### config.mk
export PLATFORM = sky130hd
export DESIGN_NAME = param_reg_file_flat
export DESIGN_NICKNAME = d
export VERILOG_FILES = /design/src/rtl/param_reg_file_pkg.sv /design/src/rtl/param_reg_file_if.sv /design/src/rtl/param_reg_file_reg_scoreboard.sv /design/src/rtl/param_reg_file.sv /design/src/flat_wrapper.sv
export SDC_FILE = /design/constraint.sdc
export NUM_CORES = 2
export LEC_CHECK = 0
export BUFFER_PORTS_ARGS = -buffer_cell sky130_fd_sc_hd__buf_2
export CORE_MARGIN = 1
export CORE_UTILIZATION = 50
export DETAILED_ROUTE_END_ITERATION = 7
export GPL_TIMING_DRIVEN = 0
export PLACE_DENSITY = 0.66
export SYNTH_ARGS = -nofsm -noshare
export SYNTH_HDL_FRONTEND = slang
export SYNTH_HIERARCHICAL = 1
export SYNTH_SLANG_ARGS = --single-unit
### constraint.sdc
create_clock -name clock -period 6.3 [get_ports clock]
set_clock_uncertainty 0.15 [all_clocks]
set_input_delay 1.26 -clock clock [delete_from_list [all_inputs] [get_ports clock]]
set_output_delay 1.26 -clock clock [all_outputs]
set_load 0.01 [all_outputs]
### src/rtl/param_reg_file_pkg.sv
// Shared defaults for the pipeline register-file slice.
// Holds the default widths and a width helper for the pending counter.
package param_reg_file_pkg;

  localparam int DEF_DATA_W = 32;
  localparam int DEF_ADDR_W = 5;
  localparam int DEF_NUM_RD = 2;

  // The pending count must reach 2**addr_w, so it needs one bit more than an index.
  function automatic int cnt_w(int addr_w);
    return addr_w + 1;
  endfunction

endpackage

### src/rtl/param_reg_file_if.sv
// Read, writeback, issue and flush signals of the register file.
// Read ports are packed side by side; port i sits at [i*W +: W].
interface param_reg_file_if
  import param_reg_file_pkg::*;
#(
  parameter int DATA_W = DEF_DATA_W,
  parameter int ADDR_W = DEF_ADDR_W,
  parameter int NUM_RD = DEF_NUM_RD
);

  logic [NUM_RD*ADDR_W-1:0] rd_addr;
  logic [NUM_RD*DATA_W-1:0] rd_data;
  logic [NUM_RD-1:0]        rd_busy;
  logic                     wr_en;
  logic [ADDR_W-1:0]        wr_addr;
  logic [DATA_W-1:0]        wr_data;
  logic                     alloc_en;
  logic [ADDR_W-1:0]        alloc_addr;
  logic                     flush;
  logic [ADDR_W:0]          pending_cnt;

  modport master (
    output rd_addr, wr_en, wr_addr, wr_data, alloc_en, alloc_addr, flush,
    input  rd_data, rd_busy, pending_cnt
  );

  modport slave (
    input  rd_addr, wr_en, wr_addr, wr_data, alloc_en, alloc_addr, flush,
    output rd_data, rd_busy, pending_cnt
  );

endinterface

### src/rtl/param_reg_file_reg_scoreboard.sv
// Per-register pending bits with flush > alloc > writeback-clear priority.
// Pending vector and its popcount both update on the same clock edge.
module reg_scoreboard
  import param_reg_file_pkg::*;
#(
  parameter int ADDR_W  = DEF_ADDR_W,
  parameter int ZERO_R0 = 1
) (
  input  logic                  clock,
  input  logic                  reset,
  input  logic                  wr_en,
  input  logic [ADDR_W-1:0]     wr_addr,
  input  logic                  alloc_en,
  input  logic [ADDR_W-1:0]     alloc_addr,
  input  logic                  flush,
  output logic [2**ADDR_W-1:0]  pending,
  output logic [ADDR_W:0]       pending_cnt
);

  localparam int DEPTH = 2**ADDR_W;

  logic [DEPTH-1:0] pending_nxt;
  logic [ADDR_W:0]  cnt_nxt;

  always_comb begin
    pending_nxt = pending;
    cnt_nxt     = '0;
    if (flush) begin
      pending_nxt = '0;
    end else begin
      // Clear before set so a same-cycle alloc of the written register wins.
      if (wr_en)    pending_nxt[wr_addr]    = 1'b0;
      if (alloc_en) pending_nxt[alloc_addr] = 1'b1;
    end
    if (ZERO_R0 != 0) pending_nxt[0] = 1'b0;
    for (int i = 0; i < DEPTH; i++) begin
      cnt_nxt = cnt_nxt + (ADDR_W+1)'(pending_nxt[i]);
    end
  end

  always_ff @(posedge clock or negedge reset) begin
    if (!reset) begin
      pending     <= '0;
      pending_cnt <= '0;
    end else begin
      pending     <= pending_nxt;
      pending_cnt <= cnt_nxt;
    end
  end

endmodule

### src/rtl/param_reg_file.sv
// Multi-port register file with write-through bypass and RAW pending tracking.
// Reads are combinational (0 cycles); writes and pending updates take effect at the clock edge.
module param_reg_file
  import param_reg_file_pkg::*;
#(
  parameter int DATA_W  = DEF_DATA_W,
  parameter int ADDR_W  = DEF_ADDR_W,
  parameter int NUM_RD  = DEF_NUM_RD,
  parameter int ZERO_R0 = 1,
  parameter int BYPASS  = 1
) (
  input  logic              clock,
  input  logic              reset,
  param_reg_file_if.slave   bus
);

  localparam int DEPTH = 2**ADDR_W;

  logic [DATA_W-1:0]          regs [DEPTH];
  logic [DEPTH-1:0]           pending;
  logic [cnt_w(ADDR_W)-1:0]   cnt;
  logic                       wr_ok;
  logic [DATA_W-1:0]          rd_val [NUM_RD];
  logic                       rd_bsy [NUM_RD];

  assign wr_ok = bus.wr_en && !((ZERO_R0 != 0) && (bus.wr_addr == '0));

  always_ff @(posedge clock or negedge reset) begin
    if (!reset) begin
      for (int i = 0; i < DEPTH; i++) regs[i] <= '0;
    end else if (wr_ok) begin
      regs[bus.wr_addr] <= bus.wr_data;
    end
  end

  reg_scoreboard #(
    .ADDR_W  (ADDR_W),
    .ZERO_R0 (ZERO_R0)
  ) u_scoreboard (
    .clock       (clock),
    .reset       (reset),
    .wr_en       (bus.wr_en),
    .wr_addr     (bus.wr_addr),
    .alloc_en    (bus.alloc_en),
    .alloc_addr  (bus.alloc_addr),
    .flush       (bus.flush),
    .pending     (pending),
    .pending_cnt (cnt)
  );

  for (genvar i = 0; i < NUM_RD; i++) begin : g_rd
    logic [ADDR_W-1:0] ra;
    logic              is_zero;
    logic              byp;

    assign ra      = bus.rd_addr[i*ADDR_W +: ADDR_W];
    assign is_zero = (ZERO_R0 != 0) && (ra == '0);
    assign byp     = (BYPASS != 0) && wr_ok && (bus.wr_addr == ra);
    // Reset also masks the bypass path so nothing leaks through while held in reset.
    assign rd_val[i] = (!reset || is_zero) ? '0 : (byp ? bus.wr_data : regs[ra]);
    assign rd_bsy[i] = !is_zero && !byp && pending[ra];
  end

  always_comb begin
    bus.rd_data = '0;
    bus.rd_busy = '0;
    for (int i = 0; i < NUM_RD; i++) begin
      bus.rd_data[i*DATA_W +: DATA_W] = rd_val[i];
      bus.rd_busy[i]                  = rd_bsy[i];
    end
  end

  assign bus.pending_cnt = cnt;

endmodule
### src/flat_wrapper.sv
// flat-port wrapper written by rule: the top's interface ports become plain ports
module param_reg_file_flat import param_reg_file_pkg::*;
#(
  parameter int DATA_W  = DEF_DATA_W,
  parameter int ADDR_W  = DEF_ADDR_W,
  parameter int NUM_RD  = DEF_NUM_RD,
  parameter int ZERO_R0 = 1,
  parameter int BYPASS  = 1
)
  (clock, reset, bus_rd_addr, bus_wr_en, bus_wr_addr, bus_wr_data, bus_alloc_en, bus_alloc_addr, bus_flush, bus_rd_data, bus_rd_busy, bus_pending_cnt);
  param_reg_file_if #(.DATA_W(DATA_W), .ADDR_W(ADDR_W), .NUM_RD(NUM_RD)) bus_i ();
  input  logic clock;
  input  logic reset;
  input wire logic [$bits(bus_i.rd_addr)-1:0] bus_rd_addr;
  input wire logic [$bits(bus_i.wr_en)-1:0] bus_wr_en;
  input wire logic [$bits(bus_i.wr_addr)-1:0] bus_wr_addr;
  input wire logic [$bits(bus_i.wr_data)-1:0] bus_wr_data;
  input wire logic [$bits(bus_i.alloc_en)-1:0] bus_alloc_en;
  input wire logic [$bits(bus_i.alloc_addr)-1:0] bus_alloc_addr;
  input wire logic [$bits(bus_i.flush)-1:0] bus_flush;
  output wire logic [$bits(bus_i.rd_data)-1:0] bus_rd_data;
  output wire logic [$bits(bus_i.rd_busy)-1:0] bus_rd_busy;
  output wire logic [$bits(bus_i.pending_cnt)-1:0] bus_pending_cnt;
  assign bus_i.rd_addr = bus_rd_addr;
  assign bus_i.wr_en = bus_wr_en;
  assign bus_i.wr_addr = bus_wr_addr;
  assign bus_i.wr_data = bus_wr_data;
  assign bus_i.alloc_en = bus_alloc_en;
  assign bus_i.alloc_addr = bus_alloc_addr;
  assign bus_i.flush = bus_flush;
  assign bus_rd_data = bus_i.rd_data;
  assign bus_rd_busy = bus_i.rd_busy;
  assign bus_pending_cnt = bus_i.pending_cnt;
  param_reg_file #(.DATA_W(DATA_W), .ADDR_W(ADDR_W), .NUM_RD(NUM_RD), .ZERO_R0(ZERO_R0), .BYPASS(BYPASS)) u_core (.clock(clock), .reset(reset), .bus(bus_i));
endmodule
==> flow_results.org <==
** Status
- The flow ran to the end, but the final reports show violations.
- Failing checks :: max-capacitance violations, max-slew violations, negative setup slack

** Power and ir drop
- Overall power consumption after layout is estimated at 0.0209 W.
- For this design the ratio of total power to cell area is 319 nW/µm².
- Worst vdd ir :: 0.232 mV
- The analysis attributes to cell leakage a power of 28.5 nW.

** Drt
- The detailed router used layers up to and including met5.
- In this run, the number of DRC markers left after iteration 0 of detailed routing was 6962.
- After detailed routing, the number of remaining DRC violations is 0.
- In this run the remaining antenna-violating nets after routing total 0.
- Average wire per standard cell :: 41.3 µm
- Wire length reported by the detailed router :: 248 mm
- The routed design uses 101 mm of met2 wire.
- After detailed routing, the met3 layer carries 38.4 mm of wire.
- Number of search-and-repair iterations in the first detailed-routing pass :: 7
- Overall via count from detail_route :: 43577
- After detailed routing, the number of vias per cell comes to 7.25.
- Wire length on met1 :: 91.6 mm

** Clock network
- Total number of H-tree levels :: 3
- After clock tree synthesis, the clock-pin slew on the worst setup and hold paths is 0.06 ns.
- Hold buffer count at CTS :: 0
- Total clock buffers created by CTS :: 116
- The longest clock path from root to sink contains 3 buffers.
- Clock tree synthesis found a total of 1061 sinks.
- CTS tree :: yes
- Root Driver :: sky130_fd_sc_hd__clkbuf_16
- Worst skew pair latency :: 0.72 ns

** Placed design
- Number of buffers inserted by port buffering :: 121
- Detailed-placement wirelength estimate :: 178 mm
- Final weighted congestion in routability-driven placement :: 1.05
- Post-Place Cell Area :: 61200 µm²

** Final layout
- Compared with the post-synthesis result, the final layout area differs by 11.8%.
- At the end of the flow the core is filled with cells to 56.4%.
- After routing the design area is 65400 µm².
- Cells with a size suffix above 1 make up 44.4% of the layout.
- NumNets Final :: 4467
- Filler instances :: 9556

** Critical path
- In this design, the stage delay of the slowest critical-path cell is 0.76 ns.
- STA classifies the critical path startpoint as a primary input.
- Setup Crit Path Kind :: primary input to output pin
- STA classifies the critical path endpoint as an output pin.
- Largest fanout on the critical path :: 10
- The cell that appears most often on the critical path is sky130_fd_sc_hd__buf_2.
- Data arrives at the worst endpoint at 5.13 ns.
- The slowest stage of the critical path is the sky130_fd_sc_hd__o21ai_0 cell.
- Cell-by-cell listing of the critical path :: buf_2, inv_1, clkbuf_2, buf_2, nand2_1, o21ai_0, nor3_1, nor2_1, buf_2
- Data on the critical path is required at its endpoint by 4.89 ns.

** Floorplan
- For this design the top-level I/O count stands at 129.
- Starting utilization of the core area :: 50.4%
- Area of the die :: 118000 µm²
- The total area inside the core boundary comes to 116000 µm².
- The initialized floorplan defines 125 standard-cell rows.
- Measured along the x axis, the die boundary spans 344 µm.
- The die is 344 µm tall.

** Global route
- Global routing consumed, over all layers together, 41.9% of the routing resources.
- Via count of the first global-routing pass :: 41427
- The first global-routing pass estimated 337 mm of wire.
- Pin count of the biggest net entering global routing :: 155
- Total congestion overflow after global routing :: 0
- Number of antenna violations at the first check in global routing :: 12

** Logic synthesis
- Library cell with the highest instance count after synthesis :: sky130_fd_sc_hd__dfrtp_1
- Sorting the synthesized cells by area gives the leading types as sky130_fd_sc_hd__dfrtp_1, sky130_fd_sc_hd__mux2_2, sky130_fd_sc_hd__mux4_2.
- Mapped Avg Cell Area :: 14.2 µm²
- Share of synthesized area occupied by flip-flops and latches :: 45.4%
- Synthesis produced a netlist with a net count of 4215.
- Number of flops mapped to enable cells by yosys :: 0
- Area leader, netlist :: sky130_fd_sc_hd__dfrtp_1
- Top cells by count, synth :: sky130_fd_sc_hd__dfrtp_1, sky130_fd_sc_hd__mux2_2, sky130_fd_sc_hd__mux4_2
- Synth Flop Type :: sky130_fd_sc_hd__dfrtp_1
- Summed over its instances, the top area cell type makes up 45.4% of the synthesized netlist area.
- The netlist uses 59 different library cells.
- Netlist area before placement :: 58500 µm²
- After synthesis, the share of flip-flops with an asynchronous set or reset is 100%.
- Synthesis inferred 1061 register bits.
- Number of cells produced by synthesis :: 4128
- Yosys warnings :: 6

** Job
- Across the run, the number of max-cap violations was 6.

** STA
- Worst Max-Slew Pin Slew :: 1.65 ns
- Subtracting the final worst setup slack from the clock period gives 6.54 ns.
- Worst max-slew margin expressed relative to the limit :: -10.0%
- Period utilization :: 104%
- After layout, the worst setup slack is -0.245 ns.
- The total count of max-transition violations in the final report is 66.
- Setup violations remaining at the end of the flow were counted as 29.
- Final Hold Vio Count :: 0
- Achievable frequency :: 153 MHz
- Setup repair after global routing could not meet its margin everywhere.

** Hold path
- Worst hold path class :: primary input to asynchronous set/reset pin
[per-stage QoR]
step	hold WS, ns	setup slack [ns]	setup TNS, ns	std cells
2_1_floorplan	0.291	-0.0161	-0.0161	4128
3_3_place_gp	0.303	-25.45	-	5773
3_5_place_dp	0.317	-1.14	-20.75	5780
4_1_cts	0.297	0.00222	0	5991
5_1_grt	0.338	-0.0125	-0.0249	5998
6_report	0.298	-0.245	-3.18	6010
[path summary, 6_finish.rpt]
path | start | end | slack [ns] | cells after the start
worst max-delay path | bus_rd_addr[9] | bus_rd_data[44] | -0.24 | 9
worst min-delay path | reset | u_core/regs[861] | 0.30 | 1
worst max register to register | u_core/u_scoreboard/pending[26] | u_core/u_scoreboard/pending_cnt[4] | 0.98 | 18
worst min register to register | u_core/regs[999] | u_core/regs[999] | 0.33 | 1
max in group asynchronous | reset | u_core/u_scoreboard/pending_cnt[4] | 3.32 | 4
min in group clock | u_core/regs[999] | u_core/regs[999] | 0.33 | 1
[worst max-delay path, delay by kind of cell]
kind	cells	cell delay, ns
AOI/OAI and AO/OA	1	0.76
buffers and inverters	5	2.01
and+or+nand+nor	3	1.07
[layout make-up]
class | count | area [µm²] | share of cell area (%)
multi-input cells | 2580 | 29700 | 45.4
clock inverters | 42 | 512 | 0.782
clock buffers | 168 | 3440 | 5.26
repair buffers | 134 | 891 | 1.36
diodes | 14 | 35.0 | 0.0536
well taps | 1524 | 1910 | 2.92
plain buffers | 452 | 2230 | 3.40
inverters | 35 | 131 | 0.201
flip-flops and latches | 1061 | 26600 | 40.6
[sequential cells by signal (all words and copies together), names as in the netlist]
name                             flops
u_core/u_scoreboard/pending_cnt      6
u_core/regs                       1024
u_core/u_scoreboard/pending         31
[cell families after synthesis]
kind of cell / Yosys count / share of synthesized area (%)
AO/OA/AOI/OAI: 496 / 5.87
XOR/XNOR: 13 / 0.195
adder cells (fa/ha/maj): 30 / 0.937
buffers and inverters: 487 / 3.94
flip-flops: 1061 / 45.4
multiplexers: 1748 / 41.0
other: 1 / 0.00641
AND/OR/NAND/NOR: 292 / 2.66
[layout by cell type, fill, tap and decap left out, types with 64 or more instances in the layout]
cell type | synthesis | final
sky130_fd_sc_hd__o21ai_0 | 116 | 114
sky130_fd_sc_hd__nor2_1 | 74 | 69
sky130_fd_sc_hd__clkbuf_16 | 0 | 118
sky130_fd_sc_hd__mux2_2 | 1050 | 1050
sky130_fd_sc_hd__dfrtp_1 | 1061 | 1061
sky130_fd_sc_hd__mux4_2 | 414 | 414
sky130_fd_sc_hd__buf_2 | 68 | 191
sky130_fd_sc_hd__a221oi_1 | 64 | 64
sky130_fd_sc_hd__a22oi_1 | 75 | 75
sky130_fd_sc_hd__clkbuf_1 | 259 | 251
sky130_fd_sc_hd__mux2i_1 | 284 | 284
[power breakdown]
part	leakage [nW]	internal (W)	switching [W]
combinational	13.0	0.00235	0.00234
sequential	13.6	0.00807	0.000965
clock	1.95	0.00421	0.00297
[routing by layer]
metal / up-vias / GRT usage [%]
li1: 16329 / -
met1: 22968 / 55.7
met2: 3530 / 56.2
met3: 738 / 18.6
met4: 12 / 25.4
met5: - / 0.401
[repair_timing]
action / in CTS / in global routing
resized for setup: 27 / 36
buffers inserted: 0 / 4
pin swaps: 0 / 2
endpoints found under the setup margin: 51 / 30
gates cloned: 1 / 0
Power figures use the tool's default switching activity.
